--- config.mk ---
export PLATFORM = sky130hd
export DESIGN_NAME = sonar_on_chip_dp
export DESIGN_NICKNAME = d
export VERILOG_FILES = /design/src/rtl/sonar_pkg.sv /design/src/rtl/sonar_on_chip_dp_cic3.sv /design/src/rtl/sonar_on_chip_dp.sv
export SDC_FILE = /design/constraint.sdc
export NUM_CORES = 2
export LEC_CHECK = 0
export ABC_AREA = 1
export ABC_CLOCK_PERIOD_IN_PS = 6750
export CAP_MARGIN = 20
export CORE_MARGIN = 2
export CORE_UTILIZATION = 64
export CTS_BUF_LIST = sky130_fd_sc_hd__clkbuf_16
export DETAILED_ROUTE_END_ITERATION = 12
export GPL_ROUTABILITY_DRIVEN = 0
export GPL_TIMING_DRIVEN = 0
export PLACE_DENSITY = 0.83
export SETUP_SLACK_MARGIN = 0.15
export SLEW_MARGIN = 10
export SYNTH_ARGS = -nofsm -noshare
export SYNTH_HDL_FRONTEND = slang
export SYNTH_SLANG_ARGS = --single-unit
--- constraint.sdc ---
create_clock -name clk -period 6.75 [get_ports clk]
set_input_delay 0.675 -clock clk [delete_from_list [all_inputs] [get_ports clk]]
set_output_delay 0.675 -clock clk [all_outputs]
set_load 0.005 [all_outputs]
--- src/rtl/sonar_pkg.sv ---
// Shared widths, bus map, reset values and arithmetic helpers for the sonar datapath.
package sonar_pkg;

    localparam int unsigned ACC_W  = 16;
    localparam int unsigned PCM_W  = 12;
    localparam int unsigned COEF_W = 16;

    localparam logic [31:0] BASE_ADR = 32'h3000_0000;

    // Register byte offsets within the 256-byte window
    localparam logic [7:0] OFS_CTRL   = 8'h00;
    localparam logic [7:0] OFS_B0     = 8'h04;
    localparam logic [7:0] OFS_B1     = 8'h08;
    localparam logic [7:0] OFS_THRESH = 8'h0C;
    localparam logic [7:0] OFS_PCM    = 8'h10;
    localparam logic [7:0] OFS_FIR    = 8'h14;
    localparam logic [7:0] OFS_PEAK   = 8'h18;
    localparam logic [7:0] OFS_STATUS = 8'h1C;

    localparam logic [15:0]       CTRL_RST   = 16'h0001;
    localparam logic [COEF_W-1:0] B0_RST     = 16'h4000;
    localparam logic [COEF_W-1:0] B1_RST     = 16'h0000;
    localparam logic [15:0]       THRESH_RST = 16'h7FFF;

    // Clamp a 32-bit signed value into the 16-bit signed range
    function automatic logic [15:0] sat16(input logic signed [31:0] v);
        if (v > 32'sd32767) begin
            return 16'h7FFF;
        end else if (v < -32'sd32768) begin
            return 16'h8000;
        end
        return v[15:0];
    endfunction

    // Magnitude of a 16-bit signed value; -32768 clamps to 32767
    function automatic logic [15:0] abs16(input logic [15:0] v);
        if (v == 16'h8000) begin
            return 16'h7FFF;
        end else if (v[15]) begin
            return ~v + 16'd1;
        end
        return v;
    endfunction

endpackage

--- src/rtl/sonar_on_chip_dp_cic3.sv ---
// Third-order CIC decimator: integrators run at the PDM strobe, combs at the PCM strobe.
module cic3_decimator
    import sonar_pkg::*;
(
    input  logic             clk,
    input  logic             rst,
    input  logic             en_i,
    input  logic             ce_pdm_i,
    input  logic             ce_pcm_i,
    input  logic             pdm_i,
    output logic [PCM_W-1:0] pcm_o,
    output logic             pcm_vld_o
);

    logic [ACC_W-1:0] x;
    logic [ACC_W-1:0] int1_q, int2_q, int3_q;
    logic [ACC_W-1:0] dly1_q, dly2_q, dly3_q;
    logic [ACC_W-1:0] c1, c2;
    logic [PCM_W-1:0] pcm_d, pcm_q;
    logic             borrow;
    logic             vld_q;

    // Comb cascade and floor(comb3 / 16) computed on the upper bits only; the borrow
    // from the low nibble makes this exactly the upper 12 bits of the full difference.
    always_comb begin
        x      = pdm_i ? ACC_W'(1) : '1;
        c1     = int3_q - dly1_q;
        c2     = c1 - dly2_q;
        borrow = (c2[ACC_W-PCM_W-1:0] < dly3_q[ACC_W-PCM_W-1:0]);
        pcm_d  = c2[ACC_W-1:ACC_W-PCM_W] - dly3_q[ACC_W-1:ACC_W-PCM_W] - PCM_W'(borrow);
    end

    // Integrator, comb delay and output registers
    always_ff @(posedge clk) begin
        if (rst) begin
            int1_q <= '0;
            int2_q <= '0;
            int3_q <= '0;
            dly1_q <= '0;
            dly2_q <= '0;
            dly3_q <= '0;
            pcm_q  <= '0;
            vld_q  <= 1'b0;
        end else begin
            vld_q <= 1'b0;
            if (en_i && ce_pdm_i) begin
                int1_q <= int1_q + x;
                int2_q <= int2_q + int1_q;
                int3_q <= int3_q + int2_q;
            end
            if (en_i && ce_pcm_i) begin
                dly1_q <= int3_q;
                dly2_q <= c1;
                dly3_q <= c2;
                pcm_q  <= pcm_d;
                vld_q  <= 1'b1;
            end
        end
    end

    assign pcm_o     = pcm_q;
    assign pcm_vld_o = vld_q;

endmodule

--- src/rtl/sonar_on_chip_dp.sv ---
// Sonar receive datapath top: CIC decimator, 2-tap FIR, threshold detect and bus registers.
module sonar_on_chip_dp
    import sonar_pkg::*;
(
    input  logic        clk,
    input  logic        rst,
    input  logic        wb_valid_i,
    input  logic [31:0] wbs_adr_i,
    input  logic [15:0] wbs_dat_i,
    input  logic        wbs_strb_i,
    output logic        wbs_ack_o,
    output logic [15:0] wbs_dat_o,
    input  logic        ce_pdm,
    input  logic        ce_pcm,
    input  logic        pdm_data_i,
    input  logic        mclear,
    output logic        cmp
);

    logic [15:0]       ctrl_q, thresh_q;
    logic [COEF_W-1:0] b0_q, b1_q;
    logic              ack_q;
    logic [15:0]       rdat_q, rdat_d;
    logic              hit, acc, wr;
    logic              en;

    logic [PCM_W-1:0]   pcm;
    logic               pcm_vld;
    logic [PCM_W-1:0]   pcm_prev_q;
    logic signed [31:0] b0_x, b1_x, pcm_x, prev_x, sum, sum_sh;
    logic [15:0]        y_d, y_q;
    logic               y_vld_q;
    logic [15:0]        mag;
    logic               cmp_q;
    logic [15:0]        peak_q;

    assign en  = ctrl_q[0];
    assign hit = (wbs_adr_i[31:8] == BASE_ADR[31:8]);
    assign acc = wb_valid_i && hit && !ack_q;
    assign wr  = acc && wbs_strb_i;

    cic3_decimator u_cic (
        .clk       (clk),
        .rst       (rst),
        .en_i      (en),
        .ce_pdm_i  (ce_pdm),
        .ce_pcm_i  (ce_pcm),
        .pdm_i     (pdm_data_i),
        .pcm_o     (pcm),
        .pcm_vld_o (pcm_vld)
    );

    // FIR product sum in 32 bits, floor shift back to Q0, then saturate
    always_comb begin
        b0_x   = {{16{b0_q[COEF_W-1]}}, b0_q};
        b1_x   = {{16{b1_q[COEF_W-1]}}, b1_q};
        pcm_x  = {{(32-PCM_W){pcm[PCM_W-1]}}, pcm};
        prev_x = {{(32-PCM_W){pcm_prev_q[PCM_W-1]}}, pcm_prev_q};
        sum    = b0_x * pcm_x + b1_x * prev_x;
        sum_sh = sum >>> 14;
        y_d    = sat16(sum_sh);
        mag    = abs16(y_q);
    end

    // Read mux; unmapped offsets read as zero
    always_comb begin
        rdat_d = '0;
        case (wbs_adr_i[7:0])
            OFS_CTRL:   rdat_d = ctrl_q;
            OFS_B0:     rdat_d = b0_q;
            OFS_B1:     rdat_d = b1_q;
            OFS_THRESH: rdat_d = thresh_q;
            OFS_PCM:    rdat_d = {{(16-PCM_W){pcm[PCM_W-1]}}, pcm};
            OFS_FIR:    rdat_d = y_q;
            OFS_PEAK:   rdat_d = peak_q;
            OFS_STATUS: rdat_d = {15'd0, cmp_q};
            default:    rdat_d = '0;
        endcase
    end

    // Bus handshake and writable registers; writes land on the same edge as ack
    always_ff @(posedge clk) begin
        if (rst) begin
            ctrl_q   <= CTRL_RST;
            b0_q     <= B0_RST;
            b1_q     <= B1_RST;
            thresh_q <= THRESH_RST;
            ack_q    <= 1'b0;
            rdat_q   <= '0;
        end else begin
            ack_q  <= acc;
            rdat_q <= (acc && !wbs_strb_i) ? rdat_d : 16'd0;
            if (wr) begin
                case (wbs_adr_i[7:0])
                    OFS_CTRL:   ctrl_q   <= wbs_dat_i;
                    OFS_B0:     b0_q     <= wbs_dat_i;
                    OFS_B1:     b1_q     <= wbs_dat_i;
                    OFS_THRESH: thresh_q <= wbs_dat_i;
                    default:    ;
                endcase
            end
        end
    end

    // FIR stage: one clock after each decimated sample
    always_ff @(posedge clk) begin
        if (rst) begin
            pcm_prev_q <= '0;
            y_q        <= '0;
            y_vld_q    <= 1'b0;
        end else begin
            y_vld_q <= 1'b0;
            if (pcm_vld && en) begin
                pcm_prev_q <= pcm;
                y_q        <= y_d;
                y_vld_q    <= 1'b1;
            end
        end
    end

    // Detect stage: clear wins over a simultaneous set
    always_ff @(posedge clk) begin
        if (rst) begin
            cmp_q  <= 1'b0;
            peak_q <= '0;
        end else if (mclear) begin
            cmp_q  <= 1'b0;
            peak_q <= '0;
        end else if (y_vld_q && en && (mag > thresh_q)) begin
            cmp_q <= 1'b1;
            if (mag > peak_q) begin
                peak_q <= mag;
            end
        end
    end

    assign wbs_ack_o = ack_q;
    assign wbs_dat_o = rdat_q;
    assign cmp       = cmp_q;

endmodule

==> results.yml <==
global_route:
  grt_antenna_before_repair: 1
  grt_first_pass_wirelength_um: 133300
  grt_max_degree: 16
  gr-total-overflow: 0
  grt_pass1_vias: 25690
  track_usage_pct: 35.89
timing:
  slew_headroom_pct: 37.00
  setup-violations-final: 0
  finalHoldViolCount: 0
  period_share_pct: 96.27
  clock_skew_ns: 0.01294
  layout_min_cycle_time_ns: 6.499
  setup_ws_ns: 0.2515
  grt_setup_unrepaired: "yes"
  worst_pin_slew_ns: 0.9451
  clock.fmax_mhz: 153.9
  maxSlewViolCount: 0
floorplan:
  start_util_pct: 64.66
  die_w_um: 217.7
  io_pins: 74
  die_y_um: 217.7
  core_area_sq_um: 45190
  die_area_sq_um: 47370
  num_rows: 78
finish:
  seq_area_sq_um: 4753
  final_common_cell: "inv_1"
  layout.nets: 4651
  finalInstanceArea_sq_um: 32010
  final_cell_mix: "inv_1, nand2_1, fa_1, a21oi_1, dfxtp_1"
  area_delta_synth_final_pct: 9.580
  fillers: 3506
  multi_input_area_sq_um: 20400
  drive_above_1_share_pct: 6.720
clocking:
  worst_skew_pair.late_latency_ns: 0.54
  cts_tree: "done"
  clockRootBuffer: "clkbuf_16"
  clock_path_buffers: 3
  path_clk_slew_ns: 0.06
  cts_buffers: 23
  cts.sinks: 236
  htree_levels: 1
power_and_ir_drop:
  intPower_mw: 3.989
  vdd_drop_max_mv: 0.2580
  clkPwrFrac_pct: 16.4
  p_switching_mw: 3.726
  total_power_mw: 7.714
  p_sw_share_pct: 48.30
  power_density_nw_per_um2: 241.0
  p_leak_nw: 17.08
  pwr-share-comb_pct: 62.4
  seq_power_share_pct: 21.1
critical_path:
  end_kind: "register"
  path_class: "reg2reg"
  path_max_fanout: 10
  cp.required_ns: 7.19
  cp.arrival_ns: 6.94
  start_kind: "register"
synthesis:
  synth-edff-count: 0
  synth_top_family_by_area: "adder cells"
  async_reset_ff_share_pct: 0
  synth.distinct_cells: 63
  avgSynthCellArea_sq_um: 7.579
  yosysSeqAreaShare_pct: 16.17
  synth_xor_xnor_area_share_pct: 2.668
  synthFlopType: "dfxtp_1"
  syn_area_sq_um: 29220
  netlist_instances: 3855
  synth.top_cell.area_share_pct: 28.57
  ys_ff_latch: 236
  synth_largest_area_cell: "fa_1"
  syn-num-nets: 4548
  synthMuxAreaShare_pct: 0
  ys_top_cells_by_area: "fa_1, dfxtp_1, inv_1"
  synth_fa_ha_area_share_pct: 38.00
  synth_compound_area_share_pct: 12.71
  synthSimpleGateAreaFrac_pct: 15.72
  yosys_warnings: 0
route:
  ant_nets: 0
  vias: 25880
  dr.pass1.iters: 10
  drt_iter0_markers: 2780
  wl_um: 83950
  viasPerCell: 5.657
  post-route-drc-count: 0
  wl_per_cell_um: 18.35
placed_design:
  placed_area_sq_um: 30690
  portBuffers: 72
  place_hpwl_um: 68870
  place_ws_ns: -0.5407
worst_hold_path:
  worstHoldPathType: "reg2reg"
status:
  status: "finished clean"
flow_run:
  maxCapViolCount: 0
==> cells in the mapped netlist (3+ instances only) <==
cell type	number
nand3_1	101
buf_4	4
a21o_1	12
buf_2	14
o21a_1	8
nand3_2	6
a21oi_1	279
inv_2	8
a21oi_2	6
a31oi_1	6
o22ai_1	20
fa_1	417
nor3_1	24
a41oi_1	4
a221oi_1	21
ha_1	220
o31ai_1	4
xor2_1	56
inv_1	965
nor3_2	3
o21bai_1	7
clkbuf_1	125
nor2_1	217
nand4_1	24
o211ai_1	20
buf_1	7
nand3b_1	6
o21ai_1	24
nand2_1	684
or2_1	3
nor4_1	7
o21ai_0	210
dfxtp_1	236
nand2_2	22
xnor2_1	33
o221ai_1	3
o21ai_2	4
a211oi_1	10
a21boi_2	3
==> repair_timing <==
item                       in CTS  in global routing
gates resized for setup        85                227
gates cloned                    0                  0
setup buffers                   1                  5
hold buffers                    0                  0
pin swaps                       0                  8
setup endpoints to repair      16                 16
==> flip-flops by register name, summed over array words and instances, names as in the netlist <==
name / flops
wbs_ack_o: 1
u_cic.dly3_q: 16
u_cic.pcm_vld_o: 1
wbs_dat_o: 16
peak_q: 16
y_q: 16
cmp: 1
ctrl_q: 16
y_vld_q: 1
u_cic.dly1_q: 16
u_cic.int1_q: 16
u_cic.int3_q: 16
u_cic.pcm_o: 12
b1_q: 16
u_cic.dly2_q: 16
u_cic.int2_q: 16
pcm_prev_q: 12
b0_q: 16
thresh_q: 16
==> power groups by stage <==
stage | sequential [mW] | clock [mW] | combinational (mW)
floorplan | 1.61 | 0 | 3.25
global placement | 1.65 | 0 | 4.39
detailed placement | 1.65 | 0 | 4.45
CTS | 1.62 | 1.26 | 4.53
global route | 1.64 | 1.31 | 5.32
finish | 1.63 | 1.27 | 4.82
==> path summary, 6_finish.rpt <==
| check | endpoint | cells after the start | startpoint | slack, ns |
|---|---|---|---|---|
| setup / recovery | y_q[4] | 23 | pcm_prev_q[11] | 0.25 |
| hold / removal | ctrl_q[1] | 2 | ctrl_q[1] | 0.45 |
| setup reg to reg | y_q[4] | 23 | pcm_prev_q[11] | 0.25 |
| hold reg to reg | ctrl_q[1] | 2 | ctrl_q[1] | 0.45 |
==> worst max-delay path, cell delays in order (launching register included) <==
cell        delay (ns)
dfxtp_4           0.46
clkinvlp_4        0.24
clkbuf_2          0.26
nor2_1            0.18
fa_1              0.45
fa_1              0.53
fa_1              0.46
fa_1              0.54
fa_1              0.47
fa_1              0.51
inv_1             0.05
fa_1              0.50
inv_1             0.05
ha_1              0.31
a21oi_1           0.22
o21ai_0           0.16
a21oi_1           0.23
nand2_1           0.15
nand2_1           0.08
nand2_1           0.06
xnor2_1           0.22
nand2_1           0.13
nand2_1           0.09
inv_1             0.04
==> final cells by class <==
class	instances	area share, %
multi-input combinational	2490	63.71
sequential	236	14.85
inverter	975	11.47
buffer	154	2.974
timing repair buffer	78	2.431
tap	600	2.345
clock buffer	23	1.798
clock inverter	17	0.4182
antenna	1	0.007816
==> kinds of logic (layout without fill, tap and decap cells) <==
group                      count (synthesis)  count (layout)
adders and majority gates                637             637
buffers and inverters                   1129            1247
xor gates and xnor gates                  89              89
and+or+nand+nor                         1108            1108
DFF                                      236             236
AOI/OAI and AO/OA                        656             656
other                                      0               1
==> through the flow <==
stage                     utilization, %  std cells  hold slack [ns]  setup TNS [ns]
after floorplan                        -       3855           0.4237               0
after global placement             67.91       4527           0.4328          -6.085
after detailed placement           67.91       4527           0.4368          -5.874
after CTS                          69.86       4568           0.4465               0
after global routing               70.85       4573           0.4717               0
final                              70.85       4574           0.4538               0
==> layer usage <==
| metal | GRT usage (%) | vias to the layer above | wire length [um] |
|---|---|---|---|
| met1 | 46.35 | 12270 | 31750 |
| li1 | - | 11980 | - |
| met5 | 0 | - | 13 |
| met4 | 15.71 | 2 | 4143 |
| met3 | 7.001 | 288 | 9434 |
| met2 | 58.83 | 1336 | 38610 |
No activity file was read; power rests on OpenSTA's default activity.
